### src/rtl/freeblk_client_if.sv
// freeblk_client_if: manager, engine and release-side signals of freeblk_client; slave = client, master = environment
interface freeblk_client_if #(
  parameter int ADDBLK = 11,
  parameter int ADDCAC = 2
);
  logic              active;
  logic              wrblkrdy;
  logic [ADDBLK-1:0] wrblkid;
  logic              wrblkget;
  logic              rdblkfree;
  logic [ADDBLK-1:0] rdblkid;
  logic              eng_req;
  logic              eng_ack;
  logic [ADDBLK-1:0] eng_blkid;
  logic              eng_busy;
  logic              rel_vld;
  logic [ADDBLK-1:0] rel_id;
  logic              rel_full;
  logic [ADDCAC:0]   cache_len;
  logic              rel_drop;
  logic              eng_miss;
  logic              dup_err;
  modport slave (
    input  active, wrblkrdy, wrblkid, eng_req, rel_vld, rel_id,
    output wrblkget, rdblkfree, rdblkid, eng_ack, eng_blkid, eng_busy,
           rel_full, cache_len, rel_drop, eng_miss, dup_err
  );
  modport master (
    output active, wrblkrdy, wrblkid, eng_req, rel_vld, rel_id,
    input  wrblkget, rdblkfree, rdblkid, eng_ack, eng_blkid, eng_busy,
           rel_full, cache_len, rel_drop, eng_miss, dup_err
  );
endinterface

### src/rtl/freeblk_client.sv
// freeblk_client: prefetches free block IDs into a cache for the engine and queues released IDs back to the manager; ports clk, rst, bus (freeblk_client_if.slave); FREEBLK_DUPCHK_EN adds an ownership map driving dup_err
module freeblk_client #(
  parameter int ADDBLK  = 11,
  parameter int ADDCAC  = 2,
  parameter int ADDREL  = 3,
  parameter int INITDLY = 70
) (
  input logic clk,
  input logic rst,
  freeblk_client_if.slave bus
);
  localparam int CD = 2 ** ADDCAC;
  localparam int RD = 2 ** ADDREL;
  localparam int CW = $clog2(INITDLY + 1);
  typedef enum logic [1:0] {IDLE, INIT, RUN} state_t;
  state_t            r_state, w_next;
  logic [CW-1:0]     r_cnt;
  logic [ADDBLK-1:0] r_cache [CD];
  logic [ADDCAC-1:0] r_cwp, r_crp;
  logic [ADDCAC:0]   r_clen;
  logic [ADDBLK-1:0] r_relq [RD];
  logic [ADDREL-1:0] r_qwp, r_qrp;
  logic [ADDREL:0]   r_qlen;
  logic              r_ack, r_busy, r_miss, r_free, r_drop, r_dup;
  logic [ADDBLK-1:0] r_blkid, r_rdid;
  logic              w_flush, w_done, w_get, w_grant, w_miss, w_pop, w_push, w_drop, w_rel_ok, w_dup;
  assign w_flush = r_state == IDLE || !bus.active;
  assign w_done  = r_cnt == CW'(INITDLY - 1);
  assign w_get   = bus.wrblkrdy && r_state != IDLE && !r_clen[ADDCAC];
  assign w_grant = !w_flush && (bus.eng_req || r_busy) && r_clen != '0;
  assign w_miss  = !w_flush && bus.eng_req && !r_busy && r_clen == '0;
  assign w_pop   = r_state == RUN && bus.active && r_qlen != '0;
  // a pop frees a slot in the same cycle, so a full queue still accepts a push alongside it
  assign w_push  = !w_flush && w_rel_ok && (!r_qlen[ADDREL] || w_pop);
  assign w_drop  = !w_flush && w_rel_ok && r_qlen[ADDREL] && !w_pop;
`ifdef FREEBLK_DUPCHK_EN
  logic [2**ADDBLK-1:0] r_own;
  assign w_rel_ok = bus.rel_vld && r_own[bus.rel_id];
  assign w_dup    = !w_flush && bus.rel_vld && !r_own[bus.rel_id];
  always_ff @(posedge clk) begin
    if (rst || w_flush) r_own <= '0;
    else begin
      if (w_get) r_own[bus.wrblkid] <= 1'b1;
      if (w_push) r_own[bus.rel_id] <= 1'b0;
    end
  end
`else
  assign w_rel_ok = bus.rel_vld;
  assign w_dup    = 1'b0;
`endif
  always_comb begin
    w_next = !bus.active ? IDLE : r_state == IDLE ? INIT : (r_state == INIT && w_done) ? RUN : r_state;
  end
  always_ff @(posedge clk) begin
    if (rst) r_state <= IDLE;
    else r_state <= w_next;
  end
  always_ff @(posedge clk) begin
    if (rst || w_flush) begin
      r_cnt   <= '0;
      r_cwp   <= '0;
      r_crp   <= '0;
      r_clen  <= '0;
      r_qwp   <= '0;
      r_qrp   <= '0;
      r_qlen  <= '0;
      r_ack   <= 1'b0;
      r_busy  <= 1'b0;
      r_miss  <= 1'b0;
      r_free  <= 1'b0;
      r_drop  <= 1'b0;
      r_dup   <= 1'b0;
      r_blkid <= '0;
      r_rdid  <= '0;
    end else begin
      r_cnt <= w_done ? r_cnt : r_cnt + 1'b1;
      if (w_get) begin
        r_cache[r_cwp] <= bus.wrblkid;
        r_cwp          <= r_cwp + 1'b1;
      end
      if (w_grant) begin
        r_blkid <= r_cache[r_crp];
        r_crp   <= r_crp + 1'b1;
      end
      r_clen <= r_clen + (ADDCAC+1)'(w_get) - (ADDCAC+1)'(w_grant);
      r_ack  <= w_grant;
      r_miss <= w_miss;
      r_busy <= w_grant ? 1'b0 : w_miss ? 1'b1 : r_busy;
      if (w_push) begin
        r_relq[r_qwp] <= bus.rel_id;
        r_qwp         <= r_qwp + 1'b1;
      end
      if (w_pop) begin
        r_rdid <= r_relq[r_qrp];
        r_qrp  <= r_qrp + 1'b1;
      end
      r_qlen <= r_qlen + (ADDREL+1)'(w_push) - (ADDREL+1)'(w_pop);
      r_free <= w_pop;
      r_drop <= w_drop;
      r_dup  <= w_dup;
    end
  end
  assign bus.wrblkget  = w_get;
  assign bus.rdblkfree = r_free;
  assign bus.rdblkid   = r_rdid;
  assign bus.eng_ack   = r_ack;
  assign bus.eng_blkid = r_blkid;
  assign bus.eng_busy  = r_busy;
  assign bus.rel_full  = r_qlen[ADDREL];
  assign bus.cache_len = r_clen;
  assign bus.rel_drop  = r_drop;
  assign bus.eng_miss  = r_miss;
  assign bus.dup_err   = r_dup;
endmodule

### src/flat_wrapper.sv
// flat-port wrapper written by rule: the top's interface ports become plain ports
module freeblk_client_flat 
#(
  parameter int ADDBLK  = 11,
  parameter int ADDCAC  = 2,
  parameter int ADDREL  = 3,
  parameter int INITDLY = 70
)
  (clk, rst, bus_active, bus_wrblkrdy, bus_wrblkid, bus_eng_req, bus_rel_vld, bus_rel_id, bus_wrblkget, bus_rdblkfree, bus_rdblkid, bus_eng_ack, bus_eng_blkid, bus_eng_busy, bus_rel_full, bus_cache_len, bus_rel_drop, bus_eng_miss, bus_dup_err);
  freeblk_client_if #(.ADDBLK(ADDBLK), .ADDCAC(ADDCAC)) bus_i ();
  input logic clk;
  input logic rst;
  input wire logic [$bits(bus_i.active)-1:0] bus_active;
  input wire logic [$bits(bus_i.wrblkrdy)-1:0] bus_wrblkrdy;
  input wire logic [$bits(bus_i.wrblkid)-1:0] bus_wrblkid;
  input wire logic [$bits(bus_i.eng_req)-1:0] bus_eng_req;
  input wire logic [$bits(bus_i.rel_vld)-1:0] bus_rel_vld;
  input wire logic [$bits(bus_i.rel_id)-1:0] bus_rel_id;
  output wire logic [$bits(bus_i.wrblkget)-1:0] bus_wrblkget;
  output wire logic [$bits(bus_i.rdblkfree)-1:0] bus_rdblkfree;
  output wire logic [$bits(bus_i.rdblkid)-1:0] bus_rdblkid;
  output wire logic [$bits(bus_i.eng_ack)-1:0] bus_eng_ack;
  output wire logic [$bits(bus_i.eng_blkid)-1:0] bus_eng_blkid;
  output wire logic [$bits(bus_i.eng_busy)-1:0] bus_eng_busy;
  output wire logic [$bits(bus_i.rel_full)-1:0] bus_rel_full;
  output wire logic [$bits(bus_i.cache_len)-1:0] bus_cache_len;
  output wire logic [$bits(bus_i.rel_drop)-1:0] bus_rel_drop;
  output wire logic [$bits(bus_i.eng_miss)-1:0] bus_eng_miss;
  output wire logic [$bits(bus_i.dup_err)-1:0] bus_dup_err;
  assign bus_i.active = bus_active;
  assign bus_i.wrblkrdy = bus_wrblkrdy;
  assign bus_i.wrblkid = bus_wrblkid;
  assign bus_i.eng_req = bus_eng_req;
  assign bus_i.rel_vld = bus_rel_vld;
  assign bus_i.rel_id = bus_rel_id;
  assign bus_wrblkget = bus_i.wrblkget;
  assign bus_rdblkfree = bus_i.rdblkfree;
  assign bus_rdblkid = bus_i.rdblkid;
  assign bus_eng_ack = bus_i.eng_ack;
  assign bus_eng_blkid = bus_i.eng_blkid;
  assign bus_eng_busy = bus_i.eng_busy;
  assign bus_rel_full = bus_i.rel_full;
  assign bus_cache_len = bus_i.cache_len;
  assign bus_rel_drop = bus_i.rel_drop;
  assign bus_eng_miss = bus_i.eng_miss;
  assign bus_dup_err = bus_i.dup_err;
  freeblk_client #(.ADDBLK(ADDBLK), .ADDCAC(ADDCAC), .ADDREL(ADDREL), .INITDLY(INITDLY)) u_core (.clk(clk), .rst(rst), .bus(bus_i));
endmodule
### config.mk
export PLATFORM = sky130hd
export DESIGN_NAME = freeblk_client_flat
export DESIGN_NICKNAME = d
export VERILOG_FILES = /design/src/rtl/freeblk_client_if.sv /design/src/rtl/freeblk_client.sv /design/src/flat_wrapper.sv
export SDC_FILE = /design/constraint.sdc
export NUM_CORES = 1
export LEC_CHECK = 0
export BUFFER_PORTS_ARGS = -buffer_cell sky130_fd_sc_hd__buf_2
export CORE_ASPECT_RATIO = 1.4
export CORE_MARGIN = 3
export CORE_UTILIZATION = 35
export CTS_BUF_LIST = sky130_fd_sc_hd__clkbuf_16
export CTS_CLUSTER_DIAMETER = 100
export DETAILED_ROUTE_END_ITERATION = 7
export GPL_TIMING_DRIVEN = 0
export PLACE_DENSITY = 0.6
export SLEW_MARGIN = 10
export SYNTH_ARGS = -nofsm -noshare
export SYNTH_HDL_FRONTEND = slang
export SYNTH_SLANG_ARGS = --single-unit
### constraint.sdc
create_clock -name clk -period 4.9 [get_ports clk]
set_input_delay 0.49 -clock clk [delete_from_list [all_inputs] [get_ports clk]]
set_output_delay 0.49 -clock clk [all_outputs]
set_load 0.005 [all_outputs]
==> results.cfg <==
[status]
status = finished, final reports clean

[timing]
drv_slew = 0
whs_ns = 0.2652
fin_tns_setup_ns = 0
setup_slack_ns = 2.151
rsz0062_at_grt = no
fin_crit_ns = 2.749
fin_skew_ns = 0.01063
finalSetupViolations = 0
finalCritPeriodShare = 0.5610
max_freq_mhz = 363.8
max_slew_margin = 0.2535
tightest_slew_ns = 1.116
finalHoldViolCount = 0

[logic_synthesis]
netlist_top_cells_area = edfxtp_1 55%, dfxtp_1 15%, mux4_2 9.4%, ha_1 2.6%, nor2_1 2.0%
yosys.area.top_type = edfxtp_1
syn_inst = 447
yosys_warnings = 0
ys_seq_area_frac = 0.7008
yosys.area.top_type_share = 0.5528
synth.avg_cell_area_um2 = 16.04
syn_area_um2 = 7171
ys_ff_latch = 185
async_flop_share = 0
ys.flop_type = edfxtp_1
synth_edf_count = 132
synth_fp_nets = 492
ys_types = 47

[die]
fp.dieW_um = 127.0
start_util = 0.3586
pin_count = 61
dieArea_um2 = 22270
fp-row-count = 61
coreArea_um2 = 20000
fp.dieH_um = 175.4

[finish]
layout.area.seq_um2 = 5025
antenna_cells = 0
nFillCells = 1812
syn_to_final_growth_pct = 18.02
final_nets = 573
multiInputGateArea_um2 = 1963
drive_gt1_frac = 0.2884

[route]
drt-vias-per-instance = 4.979
vias = 3948
dr.pass1.iters = 4
final_antenna_net_count = 0
drt-total-wl_um = 14430
drc = 0
wl_per_cell_um = 18.20
dr.first_iter.drc_count = 216

[critical_path]
r2r_slack_ns = 2.15
cp.arrival_ns = 2.79
worstSetupEndpoint = u_core.r_relq[3][5]
critPathLaunch = u_core.r_qlen[3]
cp-start-kind = flop
reg2reg_to = u_core.r_relq[3][5]
r2r_cells = 6
worstSetupPathType = flop to flop
cp-end-kind = flop
crit_fanout = 11
critical_path_required_ns = 4.94
reg2reg_from = u_core.r_qlen[3]

[clock_tree]
cts_resized = 0
clock_latency_ns = 0.43
ctsHoldBuffers = 0
numCtsBuffers = 17
cts.sinks = 185
postCtsSetupBuffers = 0
clk_pin_slew_ns = 0.07
htreeDepth = 4
clk_path_buf_depth = 2
cts_root_buffer = clkbuf_16
tritoncts = built

[grt]
grt_start_max_net_pins = 21
grt.overflow.total = 0
first_global_vias = 4188
grt.total_usage = 0.1363
grt_pass1_wl_um = 23050
antenna_found_initial = 1

[power_and_ir_drop]
p_leak_uw = 0.002909
p_per_area_nw_per_um2 = 369.3
ir_worst_vdd_mv = 0.2693

[worst_hold_path]
worst_hold_path_type = input pin to flop

[place]
portBuffers = 59
dpl_worst_slack_ns = 1.800
dp_hpwl_um = 9893
gp_congestion = 0.7585

[job]
maxCapViolCount = 0
-- metrics by stage --
stage,utilization,total power (µW),instances,area [µm²]
after detailed placement,0.3917,1756,761,7833
final,0.4232,3126,793,8463
after floorplan,-,1727,447,7171
after CTS,0.4230,3156,793,8458
after global routing,0.4232,3228,793,8463
after global placement,0.3891,1753,758,7781
-- metal layers --
| layer | share of wire | track usage |
|---|---|---|
| met4 | 0.018 | 0.05725 |
| met5 | 0.00090 | 0 |
| met1 | 0.41 | 0.1666 |
| met3 | 0.040 | 0.02921 |
| met2 | 0.53 | 0.2332 |
-- worst max-delay path, stage by stage, from the launching register on --
cell     delay, ns
dfxtp_1       0.40
inv_1         0.12
ha_1          0.22
or3b_4        0.26
nand2_2       0.09
a211o_1       0.38
nor2_1        0.88
-- where the power goes --
group / switching (µW) / internal [µW] / leakage (µW)
Combinational: 28.3 / 15.6 / 0.000991
Clock: 662 / 743 / 0.000304
Sequential: 2.32 / 1670 / 0.00161
Total: 693 / 2430 / 0.00291
-- synthesized netlist by cell type, types with 2 or more instances --
| cell | number |
|---|---|
| nor3_2 | 2 |
| o21ai_0 | 13 |
| nand3_1 | 9 |
| nor3_1 | 7 |
| edfxtp_1 | 132 |
| and3_1 | 3 |
| a21oi_1 | 16 |
| and2_1 | 7 |
| xor2_1 | 7 |
| inv_1 | 17 |
| dfxtp_1 | 53 |
| ha_1 | 15 |
| nor2_1 | 39 |
| buf_6 | 5 |
| mux4_1 | 3 |
| nand2_1 | 30 |
| o22ai_1 | 11 |
| fa_1 | 2 |
| o21ai_1 | 2 |
| mux4_2 | 30 |
| xnor2_1 | 10 |
| buf_2 | 9 |
-- layout by cell type (no fill, tap or decap), types with 2 or more instances in the layout --
cell type    n
o22ai_1     11
a21oi_1     16
mux4_1       3
edfxtp_1   132
clkinv_4     3
inv_1       17
nand2_1     30
o21ai_1      2
xor2_1       7
and2_1       7
nand3_1      9
buf_2       68
nor3_2       5
nor3_1       4
nor2_1      36
clkbuf_16   17
xnor2_1     10
and3_1       3
buf_6        8
nor2_2       3
inv_6        2
o21ai_0     13
fa_1         2
clkinv_8     4
dfxtp_1     53
mux4_2      30
ha_1        15
inv_8        4
-- sequential cells by signal, indices dropped and copies added, names as in the netlist, 3 cells and up --
register	flops
u_core.bus.cache_len	3
u_core.bus.eng_blkid	11
u_core.bus.rdblkid	11
u_core.r_cache	44
u_core.r_cnt	7
u_core.r_qlen	4
u_core.r_qrp	3
u_core.r_qwp	3
u_core.r_relq	88
-- area by class of cell --
| class | instances | share of cell area |
|---|---|---|
| repair buffers | 62 | 0.03888 |
| multi-input cells | 226 | 0.2320 |
| well taps | 252 | 0.03726 |
| plain buffers | 18 | 0.01626 |
| flip-flops and latches | 185 | 0.5937 |
| inverters | 18 | 0.007983 |
| clock inverters | 15 | 0.02365 |
| clock buffers | 17 | 0.05027 |
-- worst min path at each step --
stage                                  startpoint                       to  slack (ns)  depth (start not counted)
final                              bus_wrblkid[4]     u_core.r_cache[2][4]        0.27                          1
after floorplan           u_core.bus.eng_blkid[0]  u_core.bus.eng_blkid[0]        0.45                          2
after global placement    u_core.bus.eng_blkid[3]  u_core.bus.eng_blkid[3]        0.44                          2
after CTS                          bus_wrblkid[4]     u_core.r_cache[2][4]        0.25                          1
after global routing               bus_wrblkid[4]     u_core.r_cache[2][4]        0.26                          1
after detailed placement  u_core.bus.eng_blkid[0]  u_core.bus.eng_blkid[0]        0.45                          2
-- kinds of logic after synthesis --
| logic type | share of synthesized area |
|---|---|
| flops | 0.7008 |
| simple gates | 0.07015 |
| compound gates | 0.04083 |
| buf+inv | 0.02861 |
| mux | 0.1066 |
| fa+ha+maj | 0.03176 |
| xor+xnor | 0.02076 |
| other cells | 0.0005230 |
No activity file was read; power rests on OpenSTA's default activity.
